### src/rtl/delay_meter_pkg.sv
// Shared definitions for the delay meter: FSM encoding and default widths
// common with the channel delay generators.
package delay_meter_pkg;

  localparam int CNT_W_DEF = 36;
  localparam int NUM_W_DEF = 16;

  // IDLE and COUNT are held in the state register. DONE is never stored in
  // the register. It is reported on the debug view during the cycle that
  // valid is high, which is also the cycle the register has returned to IDLE.
  typedef enum logic [1:0] {
    IDLE  = 2'd0,
    COUNT = 2'd1,
    DONE  = 2'd2
  } state_t;

endpackage

### src/rtl/delay_meter_rise_det.sv
// One-register rising-edge detector. The history register clears on reset,
// so an input that is already high when reset releases is seen as a rise.
module rise_det (
  input  logic clk_Meter,
  input  logic rst_Meter,
  input  logic sig_in,
  output logic rise
);

  logic prev_q;

  // Remember the previous cycle's level.
  always_ff @(posedge clk_Meter) begin
    if (rst_Meter) prev_q <= 1'b0;
    else           prev_q <= sig_in;
  end

  assign rise = sig_in & ~prev_q;

endmodule

### src/rtl/delay_meter.sv
// Measures clk_Meter cycles from a start_in rise to the next stop_in rise.
// It publishes each result and keeps running min/max/count statistics.
// valid and abort are one-cycle pulses with no ready/back-pressure. A
// consumer must capture delay_val/overflow in the cycle valid is high.
// delay_val stays stable until the next valid.
module delay_meter
  import delay_meter_pkg::*;
#(
  parameter int CNT_W = CNT_W_DEF,
  parameter int NUM_W = NUM_W_DEF
) (
  input  logic             clk_Meter,
  input  logic             rst_Meter,
  input  logic             start_in,
  input  logic             stop_in,
  input  logic             clr_stats,
  output logic             busy,
  output logic             valid,
  output logic [CNT_W-1:0] delay_val,
  output logic             overflow,
  output logic             abort,
  output logic [CNT_W-1:0] delay_min,
  output logic [CNT_W-1:0] delay_max,
  output logic [NUM_W-1:0] meas_num,
  output state_t           fsm_state
);

  logic             start_rise;
  logic             stop_rise;
  state_t           state_q, state_d;
  logic [CNT_W-1:0] cnt_q, cnt_d;
  logic             done;
  logic             abort_d;
  logic [CNT_W-1:0] res_val;
  logic             res_ovf;

  rise_det u_start_det (
    .clk_Meter (clk_Meter),
    .rst_Meter (rst_Meter),
    .sig_in    (start_in),
    .rise      (start_rise)
  );

  rise_det u_stop_det (
    .clk_Meter (clk_Meter),
    .rst_Meter (rst_Meter),
    .sig_in    (stop_in),
    .rise      (stop_rise)
  );

  // FSM state register and interval counter.
  always_ff @(posedge clk_Meter) begin
    if (rst_Meter) begin
      state_q <= IDLE;
      cnt_q   <= '0;
    end else begin
      state_q <= state_d;
      cnt_q   <= cnt_d;
    end
  end

  // Next-state and result decision.
  // In the COUNT state, cnt_q equals the current cycle minus the start cycle.
  // Precedence in COUNT is: a stop rise, then a start fall (abort), then
  // counter saturation.
  always_comb begin
    state_d = state_q;
    cnt_d   = cnt_q;
    done    = 1'b0;
    abort_d = 1'b0;
    res_val = '0;
    res_ovf = 1'b0;
    case (state_q)
      IDLE: begin
        if (start_rise) begin
          if (stop_rise) begin
            done    = 1'b1;
            res_val = '0;
          end else begin
            state_d = COUNT;
            cnt_d   = CNT_W'(1);
          end
        end
      end
      COUNT: begin
        if (stop_rise) begin
          done    = 1'b1;
          res_val = cnt_q;
          state_d = IDLE;
        end else if (!start_in) begin
          abort_d = 1'b1;
          state_d = IDLE;
        end else if (cnt_q == '1) begin
          done    = 1'b1;
          res_val = '1;
          res_ovf = 1'b1;
          state_d = IDLE;
        end else begin
          cnt_d = cnt_q + CNT_W'(1);
        end
      end
      default: state_d = IDLE;
    endcase
  end

  // Result registers and event pulses.
  always_ff @(posedge clk_Meter) begin
    if (rst_Meter) begin
      valid     <= 1'b0;
      abort     <= 1'b0;
      delay_val <= '0;
      overflow  <= 1'b0;
    end else begin
      valid <= done;
      abort <= abort_d;
      if (done) begin
        delay_val <= res_val;
        overflow  <= res_ovf;
      end
    end
  end

  // Statistics. A clear takes priority over a result completing in the same cycle.
  always_ff @(posedge clk_Meter) begin
    if (rst_Meter || clr_stats) begin
      delay_min <= '1;
      delay_max <= '0;
      meas_num  <= '0;
    end else if (done) begin
      if (!res_ovf) begin
        if (res_val < delay_min) delay_min <= res_val;
        if (res_val > delay_max) delay_max <= res_val;
      end
      if (meas_num != '1) meas_num <= meas_num + NUM_W'(1);
    end
  end

  assign busy      = (state_q == COUNT);
  assign fsm_state = valid ? DONE : state_q;

endmodule

### config.mk
export PLATFORM = sky130hd
export DESIGN_NAME = delay_meter
export DESIGN_NICKNAME = d
export VERILOG_FILES = /design/src/rtl/delay_meter_pkg.sv /design/src/rtl/delay_meter_rise_det.sv /design/src/rtl/delay_meter.sv
export SDC_FILE = /design/constraint.sdc
export NUM_CORES = 1
export LEC_CHECK = 0
export ABC_AREA = 1
export ABC_CLOCK_PERIOD_IN_PS = 6800
export BUFFER_PORTS_ARGS = -buffer_cell sky130_fd_sc_hd__buf_2
export CAP_MARGIN = 0
export CORE_MARGIN = 4
export CORE_UTILIZATION = 55
export DETAILED_ROUTE_END_ITERATION = 12
export PLACE_DENSITY = 0.83
export RECOVER_POWER = 25
export SLEW_MARGIN = 20
export SYNTH_ARGS = -nofsm -noshare
export SYNTH_HDL_FRONTEND = slang
export SYNTH_SLANG_ARGS = --single-unit
### constraint.sdc
create_clock -name clk_Meter -period 6.8 [get_ports clk_Meter]
set_clock_uncertainty 0.15 [all_clocks]
set_input_delay 0 -clock clk_Meter [delete_from_list [all_inputs] [get_ports clk_Meter]]
set_output_delay 0 -clock clk_Meter [all_outputs]
set_load 0.1 [all_outputs]
## Word level (Yosys, flattened, before mapping)

Index checks and enable logic that the tools add are counted.

- $add $sub $neg: 2
- $mul: 0
- Div/mod/pow operators: 0
- $lt $le $gt $ge: 2
- Equality and inequality tests: 9
- Shifts and indexed selects: 0
- Muxes and demuxes: 26
- Bitwise operators: 6
- Reductions and logical operators: 9

Operators with widths:

| kind | count |
|---|---|
| $mux 36 | 9 |
| $pmux 36 s2 | 1 |
| $add 36x1->36 const B | 1 |
| $eq 36x36->1 const B | 1 |
| $gt 36x36->1 | 1 |
| $lt 36x36->1 | 1 |
| $add 16x1->16 const B | 1 |
| $ne 16x16->1 const B | 1 |
| $mux 2 | 6 |
| $ne 2x2->1 const B | 5 |
| $reduce_and 3->1 | 3 |
| $mux 1 | 8 |
| $reduce_and 6->1 | 1 |
| $ne 4x2->1 const B | 1 |
| $not 1->1 | 4 |
| $pmux 2 s2 | 1 |
| $reduce_or 3->1 | 1 |
| $and 1x1->1 | 2 |
| $eq 2x1->1 const B | 1 |
| $logic_not 2->1 | 1 |
| $pmux 1 s2 | 1 |
| $reduce_and 2->1 | 1 |
| $reduce_bool 2->1 | 1 |
| $logic_or 1x1->1 | 1 |

- Register bits: 167
- Bits in latches: 0
- Memory bits (writable): 0
- ROM bits: 0
- Bits of input ports: 5
- Memories kept: 0

## Depth between registers and ports, before layout

- Word-level depth: 7
- Depth in mapped cells: 25

## Hierarchy

Synthesis repeated with hierarchy kept, for this count alone.

- Cells, all modules: 1277
- Area, all modules: 9022.4 µm²

By module, submodules not included:

| module | times used | cells each | area each (µm²) | seq. area each (µm²) |
|---|---|---|---|---|
| delay_meter | 1 | 1269 | 8959.8 | 3283.1 |
| rise_det | 2 | 4 | 31.3 | 20.0 |

## Worst setup path after synthesis

No wires, ideal clock.

- Kind: flip-flop to flip-flop
- Start: register state_q[0]
- End: register delay_max[33]
- Library setup time: 0.119 ns
- Data arrival time: 3.305 ns
- Required time: 6.531 ns
- Path slack: 3.226 ns
- Stages on the path, launching flop included: 19
- Buffers on the path: 2
- Clock period less this slack: 3.574 ns
- Cell sequence: dfxtp_1 > nand2_2 > inv_1 > buf_2 > o21ai_0 > inv_1 > ha_1 > nand4_1 > inv_1 > nand4_1 > nor4b_1 > nand2_1 > nand2_1 > nand2_1 > nand2_1 > buf_2 > nand3_1 > nand2_1 > nor2_1

- Word-level cells in the longest chain between the ends: 4
- Elaborated cells on any way between the ends: 8

Ends and longest elaborated chain:

| what | line | source |
|---|---|---|
| start: declaration | delay_meter.sv:30 | `state_t state_q, state_d;` |
| start signal: assignment | delay_meter.sv:57 | `state_q <= state_d;` |
| $eq 2x1->1 | delay_meter.sv:73 | `case (state_q)` |
| $mux 36 | - |  |
| named net res_val[27] | delay_meter.sv:34 | `logic [CNT_W-1:0] res_val;` |
| $gt 36x36->1 | delay_meter.sv:132 | `if (res_val > delay_max) delay_max <= res_val;` |
| $reduce_and 3->1 (no source line) | - |  |
| end signal: assignment | delay_meter.sv:132 |  |
| end: declaration | delay_meter.sv:23 | `output logic [CNT_W-1:0] delay_max,` |

The timed path passes the listed nets, and every way through them passes these cells.
A chain may end at the register's enable or synchronous reset.

## Worst setup path in the final report

- Start: register cnt_q[0]
- End: register delay_max[7]

- Word-level cells in the longest chain between the ends: 7
- Elaborated cells on any way between the ends: 14

Ends and longest elaborated chain:

| what | line | source |
|---|---|---|
| start: declaration | delay_meter.sv:31 | `logic [CNT_W-1:0] cnt_q, cnt_d;` |
| start signal: assignment | delay_meter.sv:58 | `cnt_q <= cnt_d;` |
| $eq 36x36->1 | delay_meter.sv:93 | `end else if (cnt_q == '1) begin` |
| $mux 36 | delay_meter.sv:93 |  |
| $mux 36 | delay_meter.sv:90 | `end else if (!start_in) begin` |
| $mux 36 | delay_meter.sv:86 | `if (stop_rise) begin` |
| $mux 36 | - |  |
| named net res_val[27] | delay_meter.sv:34 |  |
| $gt 36x36->1 | delay_meter.sv:132 |  |
| $reduce_and 3->1 (no source line) | - |  |

The timed path passes the listed nets, and every way through them passes these cells.

==> impl_metrics.toml <==
[run_status]
outcome = "finished, final reports clean"

[clock_network]
clk_latency_ps = 440
clkSinkCount = 166
clkTransAtPathRegs_ps = 70
root_buffer = "clkbuf_16"
numCtsBuffers = 17
cts_resized = 0
cts_htree_levels = 4
cts_tree = "yes"
clockBufferDepth = 2

[logic_synthesis]
synth_seq_cells = 166
synth_top_area_share_pct = 36.66
syn_nets = 1362
synth_area_per_cell_sq_um = 7.059
yosysWarnings = 0
syn_inst = 1284
synthTopCellsByArea = "dfxtp_1, nand2_1, ha_1, a21oi_1, inv_1"
synth_seq_area_share_pct = 36.66
syn_area_sq_mm = 0.009064
synth-main-ff-cell = "dfxtp_1"
yosysTopAreaCell = "dfxtp_1"
synth_edf_count = 0
ys_types = 48
async_flop_share_pct = 0

[power]
p_int_uw = 1660
p_sw_share_pct = 35.35
seqPwrFrac_pct = 39.8
p_leak_uw = 0.004519
clockPowerShare_pct = 38.4
p_per_area_mw_per_mm2 = 248.2
power_uw = 2568
switching_power_uw = 907.7
vdd_drop_max_mv = 0.2304
p_comb_share_pct = 21.8

[critical_path]
slowest_delay_ps = 590
path_class = "reg2reg"
required_ps = 6980
worst_setup_path_end_kind = "register"
crit_arrival_ps = 5230
crit_slowest_cell = "nand2_4"
cp_max_fo = 72
crit_family = "simple AND/OR/NAND/NOR gates"
cp-start-kind = "register"
critPathBufInv = 4
path_cells = "ha_1 > inv_1 > nor2_2 > nand2_1 > nor2_2 > nand4_1 > nand2_2 > nand2_2 > inv_1 > o21ai_0 > inv_1 > ha_1 > nand4_1 > inv_1 > nand4_1 > nor4b_1 > nand2_1 > nand2_1 > nand2_1 > nand2_4 > nand3_1 > nand2_1 > nor2_1"
cp_common_cell = "nand2_1"

[finish]
final_common_cell = "nand2_1"
final_util_pct = 64.66
layout_common_cells = "nand2_1, inv_1, a21oi_1, dfxtp_1, nand3_1"
n_fill_cell = 1433
drive_above_1_share_pct = 9.801
area_delta_synth_final_pct = 14.15
num_antenna_cells = 0
fin_nets = 1473

[sta]
period_share_pct = 74.34
slew_viol_final = 0
setup_violations = 0
fin_tns_setup_ps = 0
worst_pin_slew_ps = 1236
hold_viol = 0
clock.fmax_ghz = 0.1978
post-route-min-period_ps = 5055
rsz0062_at_grt = "no"
slew_headroom_pct = 17.96

[global_routing]
grt_pass1_vias = 8555
antenna_found_initial = 0
grt_use_total_pct = 27.99
overflow = 0
grt_max_degree = 80
grt_pass1_wl_mm = 41.73

[routing]
ant_nets = 0
drt_pass1_iterations = 5
drt_iter0_drc = 878
route.vias.total = 9095
wirelength_mm = 25.72
wire_per_inst_microns = 15.84
drc = 0
vias_per_cell = 5.600

[run]
drv_cap = 0

[floorplanning]
row_count = 46
ios = 135
die_w_microns = 136.4
dieArea_sq_mm = 0.01860
core_area_sq_mm = 0.01600
fp.dieH_microns = 136.4
start_util_pct = 56.65

[place]
dpl.hpwl_mm = 18.10
port_buffers = 134
gp_congestion = 0.9010

[min_path]
hold_path.class = "in2reg"
synthesized netlist by cell type (2+ instances only):
| master | instances |
|---|---|
| inv_2 | 7 |
| nor3_1 | 19 |
| nor2_2 | 9 |
| nand2_2 | 9 |
| nor2_1 | 97 |
| a21oi_1 | 172 |
| o21ai_1 | 4 |
| dfxtp_1 | 166 |
| buf_2 | 18 |
| nand3_1 | 126 |
| clkbuf_1 | 27 |
| xnor2_1 | 5 |
| nor3_2 | 2 |
| buf_6 | 5 |
| nand4_1 | 23 |
| ha_1 | 73 |
| nor3b_1 | 2 |
| xor2_1 | 5 |
| o21bai_1 | 2 |
| inv_1 | 176 |
| nor4_1 | 8 |
| o21a_1 | 8 |
| a31oi_1 | 5 |
| nand2_1 | 246 |
| o21ai_0 | 45 |
| nand2_4 | 3 |
sequential cells by signal (all words and copies together), names as in the netlist:
signal and flops:
abort 1, cnt_q 36, delay_max 36, delay_min 36, delay_val 36, meas_num 16, overflow 1, state_q 1
u_start_det.prev_q 1, u_stop_det.prev_q 1, valid 1
stage by stage:
stage                     hold WS (ps)  std cells  cell area, sq um  worst slack, ps
final                            16.62       1624             10350             1745
after global routing             23.56       1624             10350             1296
after CTS                        7.332       1624             10440             1814
after detailed placement         73.06       1589              9818             1869
after global placement           66.91       1589              9813             1791
after floorplan                 -70.69       1284              9064             3226
routing by layer:
metal	global-route usage, %	wire length [microns]	vias to the layer above
met4	10.75	609	0
li1	-	-	4469
met3	5.292	2179	48
met1	36.84	10910	4216
met2	45.54	12020	362
met5	0	0	-
worst min-delay path, cell delays in order:
cell    delay [ps]
buf_2          100
buf_4          300
nor2_1         150
cell families after synthesis:
group | count (synthesis) | share of synthesized area, %
and+or+nand+nor | 553 | 27.31
AOI/OAI and AO/OA | 247 | 14.55
buffers and inverters | 235 | 10.44
DFF | 166 | 36.66
adders and majority gates | 73 | 10.08
xor gates and xnor gates | 10 | 0.9663
layout make-up:
class                   instances  area, sq um  area share [%]
repair buffers                143        653.1           6.313
inverters                     184        690.7           6.676
multi-input cells             883         4818           46.57
clock inverters                13        147.6           1.427
clock buffers                  19        442.9           4.281
well taps                     216        270.3           2.612
flip-flops and latches        166         3323           32.12
path summary, 6_finish.rpt:
check	slack (ps)	to	cells past startpoint	start
hold reg to reg	310	delay_val[11]$_SDFFE_PP0P_	2	delay_val[11]$_SDFFE_PP0P_
setup reg to reg	1750	delay_max[7]$_SDFFE_PP0P_	23	cnt_q[0]$_SDFFE_PP0P_
setup / recovery	1750	delay_max[7]$_SDFFE_PP0P_	23	cnt_q[0]$_SDFFE_PP0P_
hold / removal	20	u_stop_det.prev_q$_SDFF_PP0_	3	rst_Meter
power by group through the flow:
stage | logic, uW | clock network (uW) | registers (uW)
2_1_floorplan | 283 | 0 | 1220
3_5_place_dp | 553 | 0 | 1040
4_1_cts | 559 | 985 | 1020
3_3_place_gp | 541 | 0 | 1040
6_report | 559 | 986 | 1020
5_1_grt | 604 | 1030 | 1020
timing repair:
action | 4_1_cts | 5_1_grt
hold endpoints to repair | 15 | 0
hold buffers | 3 | 0
buffers inserted | 0 | 0
Power figures use the tool's default switching activity.
